==> config.mk <==
export PLATFORM = sky130hd
export DESIGN_NAME = muldiv
export DESIGN_NICKNAME = d
export VERILOG_FILES = /design/src/rtl/mips_pkg.sv /design/src/rtl/muldiv_pkg.sv /design/src/rtl/muldiv_div_step.sv /design/src/rtl/muldiv.sv
export SDC_FILE = /design/constraint.sdc
export NUM_CORES = 1
export LEC_CHECK = 0
export CAP_MARGIN = 20
export CORE_AREA = 8 8 139 173
export CTS_BUF_LIST = sky130_fd_sc_hd__clkbuf_8 sky130_fd_sc_hd__clkbuf_16
export DETAILED_ROUTE_END_ITERATION = 10
export DIE_AREA = 0 0 147 181
export DONT_BUFFER_PORTS = 1
export GPL_TIMING_DRIVEN = 0
export PLACE_DENSITY = 0.7
export SKIP_LAST_GASP = 1
export SYNTH_ARGS = -nofsm -noshare
export SYNTH_HDL_FRONTEND = slang
export SYNTH_HIERARCHICAL = 1
export SYNTH_SLANG_ARGS = --single-unit
==> constraint.sdc <==
create_clock -name clk -period 3.3 [get_ports clk]
set_input_delay 0.33 -clock clk [delete_from_list [all_inputs] [get_ports clk]]
set_output_delay 0.33 -clock clk [all_outputs]
set_load 0.02 [all_outputs]
==> src/rtl/mips_pkg.sv <==
// rtl/mips_pkg.sv - shared MIPS core word type
package mips_pkg;

  localparam int unsigned XLEN = 32;

  typedef logic [XLEN-1:0] word_t;

endpackage

==> src/rtl/muldiv_pkg.sv <==
// rtl/muldiv_pkg.sv - HI/LO multiply-divide unit op encoding, FSM states and word width
package muldiv_pkg;

  import mips_pkg::*;

  localparam int unsigned MULDIV_WORD_W = $bits(word_t);

  typedef enum logic [2:0] {
    OP_MUL  = 3'd0,
    OP_MULU = 3'd1,
    OP_DIV  = 3'd2,
    OP_DIVU = 3'd3,
    OP_MTHI = 3'd4,
    OP_MTLO = 3'd5
  } muldiv_op_t;

  typedef enum logic [1:0] {
    ST_IDLE = 2'd0,
    ST_RUN  = 2'd1,
    ST_FIX  = 2'd2
  } muldiv_state_t;

endpackage

==> src/rtl/muldiv_div_step.sv <==
// rtl/muldiv_div_step.sv - one restoring-divide step: shifted partial remainder vs divisor
module muldiv_div_step #(
  parameter int unsigned WIDTH = 32
) (
  input  logic [WIDTH:0]   i_rem,
  input  logic [WIDTH-1:0] i_div,
  output logic [WIDTH-1:0] o_rem,
  output logic             o_q
);

  logic [WIDTH:0] w_diff;

  // The partial remainder stays below twice the divisor, so bit WIDTH of the
  // difference is the borrow of the trial subtraction.
  assign w_diff = i_rem - {1'b0, i_div};
  assign o_q    = ~w_diff[WIDTH];
  assign o_rem  = o_q ? w_diff[WIDTH-1:0] : i_rem[WIDTH-1:0];

endmodule

==> src/rtl/muldiv.sv <==
// rtl/muldiv.sv - iterative HI/LO multiply/divide unit; MULDIV_DIV_EN enables the divider
module muldiv
  import muldiv_pkg::*;
#(
  parameter int unsigned WIDTH = MULDIV_WORD_W
) (
  input  logic             clk,
  input  logic             rst,
  input  logic             req_valid,
  output logic             req_ready,
  input  muldiv_op_t       req_op,
  input  logic [WIDTH-1:0] req_s0,
  input  logic [WIDTH-1:0] req_s1,
  input  logic             flush,
  output logic             busy,
  output logic             done,
  output logic             dbz,
  output logic             err,
  output logic [WIDTH-1:0] hi,
  output logic [WIDTH-1:0] lo
);

  localparam int unsigned        CNT_W    = $clog2(WIDTH);
  localparam logic [CNT_W-1:0]   CNT_LAST = CNT_W'(WIDTH - 1);
  localparam logic [CNT_W-1:0]   CNT_ONE  = CNT_W'(1);

  muldiv_state_t      r_state;
  muldiv_state_t      w_state_nxt;
  logic [CNT_W-1:0]   r_cnt;
  logic [2*WIDTH-1:0] r_p;
  logic [WIDTH-1:0]   r_b;
  logic               r_neg_res;

  logic               w_accept;
  logic               w_commit;
  logic               w_long_op;
  logic               w_move_op;
  logic               w_div_op;
  logic               w_signed;
  logic               w_neg0;
  logic               w_neg1;
  logic [WIDTH-1:0]   w_mag0;
  logic [WIDTH-1:0]   w_mag1;
  logic [WIDTH-1:0]   w_addend;
  logic [WIDTH:0]     w_mul_sum;
  logic [2*WIDTH-1:0] w_mul_step;
  logic [2*WIDTH-1:0] w_p_step;
  logic [2*WIDTH-1:0] w_prod;
  logic [2*WIDTH-1:0] w_result;
  logic               w_res_dbz;

  assign w_div_op  = (req_op == OP_DIV) | (req_op == OP_DIVU);
  assign w_move_op = (req_op == OP_MTHI) | (req_op == OP_MTLO);
  assign w_signed  = (req_op == OP_MUL) | (req_op == OP_DIV);
`ifdef MULDIV_DIV_EN
  assign w_long_op = (req_op == OP_MUL) | (req_op == OP_MULU) | w_div_op;
`else
  assign w_long_op = (req_op == OP_MUL) | (req_op == OP_MULU);
`endif

  assign w_neg0   = w_signed & req_s0[WIDTH-1];
  assign w_neg1   = w_signed & req_s1[WIDTH-1];
  assign w_mag0   = w_neg0 ? -req_s0 : req_s0;
  assign w_mag1   = w_neg1 ? -req_s1 : req_s1;
  assign w_accept = req_valid & req_ready;

  always_comb begin
    w_state_nxt = r_state;
    w_commit    = 1'b0;
    req_ready   = 1'b0;
    busy        = (r_state != ST_IDLE);
    case (r_state)
      ST_IDLE: begin
        req_ready = ~flush & ~rst;
        if (req_valid && !flush && !rst && w_long_op) w_state_nxt = ST_RUN;
      end
      ST_RUN: begin
        if (flush)                  w_state_nxt = ST_IDLE;
        else if (r_cnt == CNT_LAST) w_state_nxt = ST_FIX;
      end
      ST_FIX: begin
        w_state_nxt = ST_IDLE;
        w_commit    = ~flush;
      end
      default: w_state_nxt = ST_IDLE;
    endcase
  end

  always_ff @(posedge clk) begin
    if (rst) begin
      r_state <= ST_IDLE;
      r_cnt   <= '0;
    end else begin
      r_state <= w_state_nxt;
      r_cnt   <= (r_state == ST_RUN) ? r_cnt + CNT_ONE : '0;
    end
  end

  // Shift-add: low half holds the unconsumed multiplier bits, high half the running sum.
  assign w_addend   = r_p[0] ? r_b : '0;
  assign w_mul_sum  = {1'b0, r_p[2*WIDTH-1:WIDTH]} + {1'b0, w_addend};
  assign w_mul_step = {w_mul_sum, r_p[WIDTH-1:1]};
  assign w_prod     = r_neg_res ? -r_p : r_p;

`ifdef MULDIV_DIV_EN
  logic             r_is_div;
  logic             r_neg_rem;
  logic             r_dbz;
  logic [WIDTH-1:0] w_rem_nxt;
  logic             w_q_bit;
  logic [WIDTH-1:0] w_quo;
  logic [WIDTH-1:0] w_rem;

  muldiv_div_step #(.WIDTH(WIDTH)) u_div_step (
    .i_rem (r_p[2*WIDTH-1:WIDTH-1]),
    .i_div (r_b),
    .o_rem (w_rem_nxt),
    .o_q   (w_q_bit)
  );

  assign w_p_step  = r_is_div ? {w_rem_nxt, r_p[WIDTH-2:0], w_q_bit} : w_mul_step;
  // A zero divisor leaves the dividend magnitude as remainder; only the quotient is forced.
  assign w_quo     = r_dbz ? '1 : (r_neg_res ? -r_p[WIDTH-1:0] : r_p[WIDTH-1:0]);
  assign w_rem     = r_neg_rem ? -r_p[2*WIDTH-1:WIDTH] : r_p[2*WIDTH-1:WIDTH];
  assign w_result  = r_is_div ? {w_rem, w_quo} : w_prod;
  assign w_res_dbz = r_is_div & r_dbz;

  always_ff @(posedge clk) begin
    if (w_accept && w_long_op) begin
      r_is_div  <= w_div_op;
      r_neg_rem <= w_neg0;
      r_dbz     <= w_div_op & (req_s1 == '0);
    end
  end
`else
  assign w_p_step  = w_mul_step;
  assign w_result  = w_prod;
  assign w_res_dbz = 1'b0;
`endif

  always_ff @(posedge clk) begin
    if (w_accept && w_long_op) begin
      r_b       <= w_div_op ? w_mag1 : w_mag0;
      r_p       <= {{WIDTH{1'b0}}, (w_div_op ? w_mag0 : w_mag1)};
      r_neg_res <= w_neg0 ^ w_neg1;
    end else if (r_state == ST_RUN) begin
      r_p <= w_p_step;
    end
  end

  always_ff @(posedge clk) begin
    if (rst) begin
      hi   <= '0;
      lo   <= '0;
      done <= 1'b0;
      dbz  <= 1'b0;
      err  <= 1'b0;
    end else begin
      done <= w_commit;
      dbz  <= w_commit & w_res_dbz;
      err  <= w_accept & ~w_long_op & ~w_move_op;
      if (w_accept && req_op == OP_MTHI) hi <= req_s0;
      if (w_accept && req_op == OP_MTLO) lo <= req_s0;
      if (w_commit) {hi, lo} <= w_result;
    end
  end

endmodule
[Word-level counts from Yosys, hierarchy flattened]
Index checks and enable logic that the tools add are counted.
Storage, ports and cells
  flip-flop bits (word level): 170
  input bits: 71
  output and inout bits: 69
Cells by class
  add/subtract/negate cells: 5
  equality and inequality tests: 10
  mux-type cells: 18
  bitwise logic cells: 16
  reduce and logical (&&, ||, !) cells: 16
Operators by type and width (number)
  $mux W32: 11
  $mux W64: 1
  $neg A32 Y32: 2
  $neg A64 Y64: 1
  $add A32 B32 Y33: 1
  $reduce_bool A2 Y1: 4
  $and A1 B1 Y1: 6
  $eq A3 B2 Y1 const B: 2
  $eq A3 B3 Y1 const B: 2
  $logic_and A1 B1 Y1: 6
  $mux W2: 3
  $add A5 B1 Y5 const B: 1
  $eq A5 B5 Y1 const B: 1
  $not A1 Y1: 5
  $or A1 B1 Y1: 4
  $pmux W2 S2: 1
  $eq A3 B1 Y1 const B: 1
  $logic_not A3 Y1: 1
  $ne A3 B3 Y1 const B: 1
  $eq A2 B1 Y1 const B: 1
  $eq A2 B2 Y1 const B: 1
  $logic_not A1 Y1: 2
  $logic_not A2 Y1: 1
  $mux W1: 2
  other kinds (4): 4

[Depth between registers and ports, before layout]
Gate-level depths: netlist of the first run.
  word-level depth: 7
  mapped depth: 14
  mapped depth without buffers: 12

[Worst setup path after synthesis of the first run]
Ideal clock, no wire load.
  path kind: reg2reg
  start point: register r_state[1]
  end point: register r_b[0] (enable)
  setup time: 410 ps
  arrival time: 3408 ps
  data required time: 2890 ps
  setup slack: -518 ps
  cell stages (with the launch flop): 9
  buffers on the path: 3
  clock period less this slack: 3818 ps
  cell sequence: dfxtp_1 -> or2_2 -> nor3_1 -> nand2_1 -> or3_1 -> clkbuf_1 -> inv_1 -> clkbuf_1 -> buf_1
Between the ends
  word-level cells in the longest chain between the ends: 4
RTL lines
  start, declared: line muldiv.sv:27  | muldiv_state_t r_state;
  start signal, assigned: line muldiv.sv:94  | r_state <= w_state_nxt;
  $logic_not A2 Y1: line muldiv.sv:72  | case (r_state)
  $mux W1: line muldiv.sv:72
  net req_ready: line muldiv.sv:10  | output logic req_ready,
  $and A1 B1 Y1: line muldiv.sv:65  | assign w_accept = req_valid & req_ready;
  $logic_and A1 B1 Y1: line muldiv.sv:142  | if (w_accept && w_long_op) begin
  end signal, assigned: line muldiv.sv:143  | r_b <= w_div_op ? w_mag1 : w_mag0;
  end, declared: line muldiv.sv:31  | logic [WIDTH-1:0] r_b;
The timed path passes the listed nets, and every way through them passes these cells.
A chain may end at the register's enable or synchronous reset.

[Final worst setup path of the first run]
  start point: register r_p[0]
  end point: register r_p[56]
Between the ends
  word-level cells in the longest chain between the ends: 2
RTL lines
  start, declared: line muldiv.sv:30  | logic [2*WIDTH-1:0] r_p;
  start signal, assigned: line muldiv.sv:144  | r_p <= {{WIDTH{1'b0}}, (w_div_op ? w_mag0 : w_mag1)};
  start signal, assigned: line muldiv.sv:147  | r_p <= w_p_step;
  $mux W32: line muldiv.sv:100  | assign w_addend = r_p[0] ? r_b : '0;
  $add A32 B32 Y33: line muldiv.sv:101  | assign w_mul_sum = {1'b0, r_p[2*WIDTH-1:WIDTH]} + {1'b0, w_addend};
Every way passes these cells.

==> metrics.md, run 1 <==
| Metric | Value |
|---|---|
| Status | `complete, no violations` |
| Reg-to-reg setup timing slack | `100 ps` |
| Grt met1 use | `33.9%` |
| Sequential area share after synthesis | `36.7%` |
| Layout Nets | `1471` |
| RR Endpoint | `r_p[56]$_SDFFE_PP0P_` |
| Fin area | `12300 um2` |
| Area share of the largest cell type after synthesis | `19.0%` |
| DR vias/cell | `6.49` |
| Worst Path Buf+Inv | `1` |
| CP Max Fanout | `10` |
| Diode count | `0` |
| Antenna violations before repair | `0` |
| CTS buffer count | `17` |
| Post-layout util | `57.8%` |
| Total Routing Usage GR | `30.0%` |
| CP Class | `reg -> reg` |
| Wire length per cell | `24.8 um` |
| Post-DP HPWL | `31400 um` |
| Min cycle time layout | `3200 ps` |
| Max frequency | `312 MHz` |
| DR pass1 iterations | `6` |
| Area leader, netlist | `dfxtp_1` |
| Antenna-violating nets left | `0` |
| Critical Path AT | `3530 ps` |
| RR Startpoint | `r_p[0]$_DFFE_PP_` |
| Slew margin rel. | `24.9%` |
| Port bufs | `0` |
| Highest-delay cell along the critical path | `edfxtp_1` |
| Most frequent cells in the layout | `140 x nand2_1, 121 x a21oi_1, 105 x dfxtp_1` |
| Cell depth of the worst flop-to-flop path | `11` |
| CTS tree | `yes` |
| Met3 GRT Util | `7.75%` |
| Routed WL | `41000 um` |
| Number of global-route vias before repair | `10400` |
| Tcrit/Tclk final | `97.0%` |
| Hold path cells | `1` |
| Mapped Cells | `1328` |
| # setup viols final | `0` |
| Largest net degree at the start of global routing | `43` |
| End of the worst hold path | `err$_SDFF_PP0_` |
| Worst Setup Start Kind | `register` |
| FF+latch count, synth | `170` |
| YS warnings | `6` |
| Final Wtd Congestion | `1.01` |
| Worst-path clk slew | `70 ps` |
| Delay of the slowest critical-path stage | `440 ps` |
| CP Launch Point | `r_p[0]$_DFFE_PP_` |
| Core area | `21300 um2` |
| Post-synthesis cell type count | `64` |
| Number of synthesized flops with an enable pin | `65` |
| Max Cap Violations | `0` |
| Mapped Nets | `1437` |
| I/O pin count | `140` |
| Fin. max-slew vios | `0` |
| Layout cell share with drive strength beyond 1 | `6.69%` |
| Worst hold path class | `in -> reg` |
| Die area | `26600 um2` |
| DRC errors left | `0` |
| Crit path max-delay family | `compound AO/OA/AOI/OAI gates` |
| Clk_lat worst skew | `440 ps` |
| Initial DRC Count | `1380` |
| Met2 usage | `50.9%` |
| Final Hold Fails | `0` |
| Core Rows | `60` |
| Pwr Total | `0.00632 W` |
| Cell Area, Synth | `11100 um2` |
| Worst vdd ir | `0.000357 V` |
| Syn Area/Cell | `8.32 um2` |
| Commonest non-fill, non-tap cell in the layout | `nand2_1` |
| Initial Util | `51.8%` |
| Power per cell area | `513 nW/um2` |
| Clock Tree Root | `clkbuf_16` |
| CTS Buffer Depth | `2` |
| Critical-path cell list | `buf_4 > and2_1 > ha_1 > a21o_1 > and4_1 > o2111a_1 > o31a_1 > o31ai_4 > o21ai_2 > a221o_1 > a32o_1` |
| Critical path endpoint category | `register` |
| Vias | `10700` |
| Grt total ovfl | `0` |
| Gr busiest metal | `met2` |
| Post-place instance area | `11400 um2` |
| Clock skew | `14.8 ps` |
| WP data required | `3630 ps` |
| Die Ht | `181 um` |
| Fraction of registers with async set/reset | `0%` |
| Min-delay src | `req_valid` |
| Leading post-synthesis cells by cell area | `dfxtp_1 19%, edfxtp_1 18%, xor2_1 7.7%` |
| Leak | `4.80 nW` |
| First-pass GRT wire length | `61300 um` |
| CTS H-tree lvls | `4` |
| Measured slew at the worst slew-check pin | `1120 ps` |
| Die outline width | `147 um` |
| Area growth syn-to-layout | `11.5%` |
| CTS Sinks | `170` |
| Predominant post-synthesis flop cell | `dfxtp_1` |
-- registers in the layout (all words and copies together), names as in the netlist --
register / count
r_b: 32
lo: 32
r_state: 2
r_neg_res: 1
done: 1
hi: 32
err: 1
r_p: 64
r_cnt: 5
-- area by class of cell --
type                    instances  area [um2]
plain buffers                  80         317
clock buffers                  17         425
clock inverters                15         140
fillers                      1972        9000
inverters                      19        75.1
multi-input cells            1055        6800
flip-flops and latches        170        4050
well taps                     279         349
repair buffers                 19         165
-- how the worst max path moves through the flow --
stage / end / slack (ps) / cells past startpoint
6_report: r_p[56]$_SDFFE_PP0P_ / 100 / 11
5_1_grt: r_p[60]$_SDFFE_PP0P_ / -10 / 12
4_1_cts: r_p[62]$_SDFFE_PP0P_ / 20 / 12
3_5_place_dp: r_b[6]$_DFFE_PP_ / -1070 / 8
3_3_place_gp: r_p[23]$_DFFE_PP_ / -1080 / 8
2_1_floorplan: r_b[0]$_DFFE_PP_ / 80 / 8
-- Yosys cell counts (all sizes together) (4+ instances only) --
| cell | n |
|---|---|
| o21bai | 7 |
| nand3 | 29 |
| a21o | 18 |
| nor4 | 12 |
| or3 | 10 |
| nand2 | 141 |
| or4 | 11 |
| dfxtp | 105 |
| buf | 7 |
| nor3b | 8 |
| and3 | 59 |
| o22ai | 51 |
| ha | 37 |
| xor2 | 97 |
| and2 | 39 |
| nor3 | 23 |
| a221oi | 12 |
| o21ai | 108 |
| nor2 | 89 |
| a31oi | 14 |
| inv | 19 |
| clkbuf | 77 |
| nand2b | 14 |
| o41ai | 19 |
| a21oi | 124 |
| edfxtp | 65 |
| nand4 | 6 |
| o31ai | 34 |
| xnor2 | 48 |
| a211oi | 4 |
-- power breakdown --
group	switching (W)	internal [W]
clock network	0.000941	0.00106
registers	0.000336	0.00236
logic	0.000952	0.000672
-- metrics by stage --
stage / std cells / setup slack (ps) / hold slack, ps / setup TNS [ps]
final: 1654 / 99.5 / 41.1 / 0
after global placement: 1607 / -1080 / 410 / -90650
after floorplan: 1328 / 80.5 / 407 / 0
after global routing: 1654 / -14.0 / 48.8 / -20.5
after detailed placement: 1608 / -1070 / 411 / -78780
after CTS: 1647 / 15.1 / 34.4 / 0
-- metal layers --
metal / part of all wire (%) / up-vias
met5: 0 / -
met4: 5.3 / 0
met3: 10 / 130
met2: 48 / 648
met1: 36 / 5048
li1: - / 4910
-- timing repair --
action / CTS / global route
buffers inserted: 8 / 9
hold endpoints to repair: 2 / 0
cloned: 0 / 0
pin swaps: 4 / 12
gates resized for setup: 24 / 27
hold buffers: 1 / 0
setup endpoints to repair: 135 / 44
-- cell families (layout without fill, tap and decap cells) --
group | count (synthesis) | count (layout) | synth area share, %
xor gates and xnor gates | 145 | 145 | 11.5
adders and majority gates | 38 | 38 | 4.37
muxes | 2 | 2 | 0.181
and+or+nand+nor | 456 | 456 | 21.0
buffers and inverters | 103 | 150 | 3.53
AOI/OAI and AO/OA | 413 | 413 | 22.7
DFF | 170 | 170 | 36.7
other | 1 | 1 | 0.0339
No activity file was read; power rests on OpenSTA's default activity.
==> run 2, diff against run 1 <==
CORE_AREA = 8 8 147 163   (was 8 8 139 173)
DIE_AREA = 0 0 155 171   (was 0 0 147 181)
PLACE_DENSITY = 0.78   (was 0.7)
==> run 2 against run 1 <==
Net effect:
- sequential share of layout area is 0.10 points higher
- clock skew is 6.1 ps lower
- combinational power hardly changed
- register-to-register slack worse by 90 ps
- die area is 0.38% lower
- worst setup slack worse by 91 ps
==> metrics.md, run 2 (synthesized netlist as in run 1, its figures left out) <==
| Metric | Value |
|---|---|
| Place WS | `-966 ps` |
| Worst Setup Start Kind | `register` |
| Worst vdd ir | `0.000387 V` |
| Critical path endpoint category | `register` |
| DRC errors left | `0` |
| Top reg by flops | `r_p` |
| Die Ht | `171 um` |
| Largest net degree at the start of global routing | `43` |
| Critical Path AT | `3630 ps` |
| Min cycle time layout | `3290 ps` |
| Worst Setup Slack, final | `8.25 ps` |
| Initial DRC Count | `1299` |
| Inst Count DP | `1619` |
| Cell depth of the worst flop-to-flop path | `11` |
| Seq. cell area | `4050 um2` |
| Min-delay src | `req_s0[7]` |
| Slew margin rel. | `29.2%` |
| Core area | `21100 um2` |
| Max frequency | `304 MHz` |
| Clock Tree Root | `clkbuf_16` |
| Clock skew | `8.73 ps` |
| Tcrit/Tclk final | `99.8%` |
| Initial Util | `52.4%` |
| # setup viols final | `0` |
| End of the worst hold path | `lo[7]$_SDFFE_PP0P_` |
| Routed WL | `40100 um` |
| DR pass1 iterations | `6` |
| CTS tree | `yes` |
| Layout Nets | `1467` |
| WP data required | `3640 ps` |
| Number of global-route vias before repair | `10300` |
| CTS Buffer Depth | `2` |
| First-pass GRT wire length | `59500 um` |
| Hold path cells | `2` |
| Final Hold Fails | `0` |
| Antenna-violating nets left | `0` |
| Vias | `10900` |
| Post-layout util | `58.2%` |
| Multi-input gate area in the final layout | `6760 um2` |
| Antenna violations before repair | `1` |
| RR Startpoint | `r_p[0]$_DFFE_PP_` |
| Worst-path clk slew | `70 ps` |
| Fin. max-slew vios | `0` |
| Power per cell area | `516 nW/um2` |
| Fillers | `1877` |
| Final Wtd Congestion | `0.969` |
| Wire length per cell | `24.1 um` |
| Leak | `4.77 nW` |
| Die area | `26500 um2` |
| RSZ-0062 raised after global routing | `yes` |
| Die outline width | `155 um` |
| CP Max Fanout | `10` |
| Highest-delay cell along the critical path | `edfxtp_1` |
| Most frequent cells in the layout | `141 x nand2_1, 121 x a21oi_1, 105 x dfxtp_1` |
| CP Class | `reg -> reg` |
| Layout cell share with drive strength beyond 1 | `6.20%` |
| Max Cap Violations | `0` |
| Reg-to-reg setup timing slack | `8 ps` |
| Delay of the slowest critical-path stage | `540 ps` |
| I/O pin count | `140` |
| Status | `complete, no violations` |
| Total Routing Usage GR | `29.5%` |
| CTS Sinks | `170` |
| Core Rows | `56` |
| Post-DP HPWL | `30700 um` |
| Worst hold path class | `in -> reg` |
| Area growth syn-to-layout | `11.1%` |
| RR Endpoint | `r_p[56]$_SDFFE_PP0P_` |
| Grt total ovfl | `0` |
| Measured slew at the worst slew-check pin | `1060 ps` |
| Port bufs | `0` |
| Critical-path cell list | `buf_4 > and2_1 > ha_1 > a21o_1 > and4_1 > o2111a_1 > o31a_1 > o31ai_4 > o21ai_1 > a221o_1 > a32o_1` |
| Max reg flops | `64` |
| DR vias/cell | `6.55` |
| Clk_lat worst skew | `440 ps` |
| Post-Layout Cell Count | `1662` |
| CTS buffer count | `17` |
| Commonest non-fill, non-tap cell in the layout | `nand2_1` |
| CTS H-tree lvls | `4` |
==> run 2: cell count changes in the layout (fill, tap and decap cells not counted), moves of 2 or more <==
cell,previous run,this run
clkinv_4,1,3
o21ai_0,102,104
buf_4,19,14
o41ai_1,15,17
inv_1,20,18
o41ai_2,4,2
==> run 2: how the worst max path moves through the flow <==
stage	from	end	slack [ps]	cells after the start
after CTS	r_p[0]$_DFFE_PP_	r_p[57]$_SDFFE_PP0P_	4	12
after global routing	r_p[0]$_DFFE_PP_	r_p[56]$_SDFFE_PP0P_	-90	11
after global placement	rst	r_p[8]$_DFFE_PP_	-1130	8
after floorplan	r_state[1]$_SDFFE_PP0P_	r_b[0]$_DFFE_PP_	80	8
after detailed placement	rst	r_b[5]$_DFFE_PP_	-970	8
final	r_p[0]$_DFFE_PP_	r_p[56]$_SDFFE_PP0P_	8	11
==> run 2: stage by stage <==
step,hold WS (ps),area (um2),setup TNS [ps],power [W]
6_report,48.3,12300,0,0.00634
5_1_grt,45.5,12300,-165,0.00660
4_1_cts,46.2,12100,0,0.00623
3_5_place_dp,411,11400,-72510,0.00422
3_3_place_gp,409,11400,-84490,0.00419
2_1_floorplan,407,11100,0,0.00382
==> run 2: layer usage <==
metal,up-vias,wire length [um],track usage (%)
met5,-,14,0
met2,664,18600,48.9
li1,4929,-,-
met4,2,2320,17.3
met1,5127,14700,33.6
met3,160,4470,8.73
==> run 2: what timing repair did <==
action / in CTS / in global routing
gates cloned: 0 / 0
endpoints found under the setup margin: 118 / 50
hold endpoints to repair: 2 / 0
pin swaps: 2 / 8
hold buffers: 1 / 0
gates resized for setup: 21 / 21
buffers inserted: 5 / 7
==> run 2: where the power goes <==
group	total [W]	leakage [nW]	internal (W)	switching (W)
clock network	0.00201	0.280	0.00104	0.000972
registers	0.00269	1.45	0.00236	0.000328
logic	0.00163	3.05	0.000669	0.000963
total	0.00634	4.77	0.00408	0.00226
==> run 2: critical path, delay by kind of cell (launching register included) <==
family | cells | cell delay [ps]
flip-flops | 1 | 540
AND/OR/NAND/NOR | 2 | 410
buffers and inverters | 1 | 230
AO/OA/AOI/OAI | 7 | 1730
adder cells (fa/ha/maj) | 1 | 280
==> run 2: final cells by class <==
| class | count | share of cell area (%) |
|---|---|---|
| timing repair buffer | 14 | 1.04 |
| tap | 290 | 2.95 |
| buffer | 81 | 2.67 |
| multi-input combinational | 1055 | 55.0 |
| inverter | 19 | 0.611 |
| clock buffer | 18 | 3.67 |
| clock inverter | 14 | 1.04 |
| antenna | 1 | 0.0204 |
| sequential | 170 | 33.0 |
==> run 3, diff against run 2 <==
CORE_AREA = 8 8 157 174   (was 8 8 147 163)
DIE_AREA = 0 0 165 182   (was 0 0 155 171)
PLACE_DENSITY = 0.7   (was 0.78)
==> run 3 against run 2 <==
Net effect:
- count of clock-buffer cells in the layout rose by 1
- die area is 13% higher
- final cell count grew 1.1%
- worst setup slack gained 47 ps
- clock skew rose by 3.4 ps
- first-iteration DRC count rose by 6.9%
- sequential power hardly changed
==> metrics.md, run 3 (synthesized netlist as in run 1, its figures left out) <==
| Metric | Value |
|---|---|
| Total Routing Usage GR | `26.6%` |
| CTS H-tree lvls | `4` |
| Worst vdd ir | `0.000380 V` |
| Power per cell area | `521 nW/um2` |
| WP data required | `3640 ps` |
| Min cycle time layout | `3250 ps` |
| Critical-path cell list | `buf_4 > and2_1 > ha_1 > a21o_1 > and4_4 > o2111a_1 > o31a_1 > o31ai_4 > o21ai_2 > a221o_1 > a32o_1` |
| Number of global-route vias before repair | `10300` |
| Worst-path clk slew | `80 ps` |
| Most frequent cells in the layout | `141 x nand2_1, 121 x a21oi_1, 105 x dfxtp_1` |
| Layout cell share with drive strength beyond 1 | `6.28%` |
| Max Cap Violations | `0` |
| Measured slew at the worst slew-check pin | `1020 ps` |
| Core Rows | `60` |
| Initial Util | `45.6%` |
| # setup viols final | `0` |
| Min-delay src | `req_valid` |
| Place WS | `-1030 ps` |
| CP Class | `reg -> reg` |
| Fin. max-slew vios | `0` |
| Delay of the slowest critical-path stage | `470 ps` |
| Antenna-violating nets left | `0` |
| Initial DRC Count | `1389` |
| Final Wtd Congestion | `0.984` |
| CP Max Fanout | `10` |
| Area growth syn-to-layout | `11.9%` |
| Min Hold Slack | `27.9 ps` |
| I/O pin count | `140` |
| Status | `complete, no violations` |
| Die Ht | `182 um` |
| CP Launch Point | `r_p[0]$_DFFE_PP_` |
| Critical path endpoint category | `register` |
| First-pass GRT wire length | `60600 um` |
| DR pass1 iterations | `6` |
| Worst Setup Start Kind | `register` |
| Clock Tree Root | `clkbuf_16` |
| Crit path max-delay family | `compound AO/OA/AOI/OAI gates` |
| Highest-delay cell along the critical path | `edfxtp_1` |
| Final Hold Fails | `0` |
| RSZ-0062 raised after global routing | `yes` |
| Leak | `4.79 nW` |
| DRC errors left | `0` |
| Post-DP HPWL | `31600 um` |
| CTS Sinks | `170` |
| Core area | `24200 um2` |
| Clock skew | `12.1 ps` |
| Commonest non-fill, non-tap cell in the layout | `nand2_1` |
| Tcrit/Tclk final | `98.3%` |
| Critical Path AT | `3590 ps` |
| Top reg by flops | `r_p` |
| Die area | `30000 um2` |
| Clk_lat worst skew | `460 ps` |
| Slew margin rel. | `32.1%` |
| Layout Nets | `1466` |
| Worst hold path class | `in -> reg` |
| CTS Buffer Depth | `2` |
| Wire length per cell | `24.5 um` |
| Port bufs | `0` |
| Grt total ovfl | `0` |
| Max reg flops | `64` |
| Max frequency | `308 MHz` |
| Die outline width | `165 um` |
| Largest net degree at the start of global routing | `43` |
| CTS buffer count | `17` |
| RR Startpoint | `r_p[0]$_DFFE_PP_` |
| Worst Setup Slack, final | `55.0 ps` |
| CTS tree | `yes` |
| Vias | `10800` |
| DR vias/cell | `6.44` |
| Worst Path Buf+Inv | `1` |
| Antenna violations before repair | `0` |
| Diode count | `0` |
| Routed WL | `41100 um` |
==> run 3: cell types whose count changed in the layout (fill, tap and decap cells not counted), moves of 2 or more <==
cell / before / now
buf_4: 14 / 11
clkinvlp_4: 3 / 1
clkinv_8: 0 / 3
ha_2: 0 / 2
a31oi_4: 0 / 2
ha_1: 37 / 35
inv_6: 6 / 3
==> run 3: final cells by class <==
class                   instances  area, um2
fillers                      2299      11900
multi-input cells            1055       6780
flip-flops and latches        170       4050
clock buffers                  19        475
well taps                     310        388
plain buffers                  82        334
clock inverters                13        146
repair buffers                 12        116
inverters                      19       75.1
==> run 3: layer usage <==
| metal | vias to the layer above | global-route usage [%] | share of wire (%) |
|---|---|---|---|
| met5 | - | 0 | 0 |
| met4 | 0 | 14.5 | 6.1 |
| met3 | 146 | 6.11 | 10 |
| met2 | 629 | 43.4 | 46 |
| met1 | 5128 | 31.6 | 38 |
| li1 | 4917 | - | - |
==> run 3: repair_timing <==
action                                 in CTS  in global routing
cloned                                      0                  0
endpoints found under the hold margin       2                  0
setup endpoints to repair                 124                 29
hold buffers                                1                  0
setup buffers                               3                  7
resized for setup                          26                 24
pin swaps                                   2                 15
==> run 3: per-stage QoR <==
stage	area (um2)	total power, W	std cells	util (%)	TNS, ps
after floorplan	11100	0.00382	1328	-	0
after global placement	11400	0.00419	1638	47.2	-84540
after detailed placement	11500	0.00422	1639	47.3	-84400
after CTS	12200	0.00634	1673	50.4	0
after global routing	12400	0.00672	1680	51.0	-231
final	12400	0.00644	1680	51.0	0
==> run 3: worst register-to-register path: stages (launching register included) <==
cell	delay, ps
edfxtp_1	470
buf_4	200
and2_1	180
ha_1	290
a21o_1	200
and4_4	210
o2111a_1	270
o31a_1	350
o31ai_4	300
o21ai_2	120
a221o_1	300
a32o_1	250
==> run 3: worst paths after layout <==
| kind | end | slack (ps) | cells past startpoint |
|---|---|---|---|
| worst max-delay path | r_p[56]$_SDFFE_PP0P_ | 50 | 11 |
| worst min-delay path | err$_SDFF_PP0_ | 30 | 1 |
| worst max register to register | r_p[56]$_SDFFE_PP0P_ | 50 | 11 |
| worst min register to register | r_cnt[0]$_SDFF_PP0_ | 480 | 1 |
==> run 3: where the power goes <==
part,switching (W),internal (W),leakage (nW)
logic,0.000969,0.000669,3.03
clock network,0.00101,0.00110,0.305
registers,0.000324,0.00236,1.45
total,0.00230,0.00414,4.79
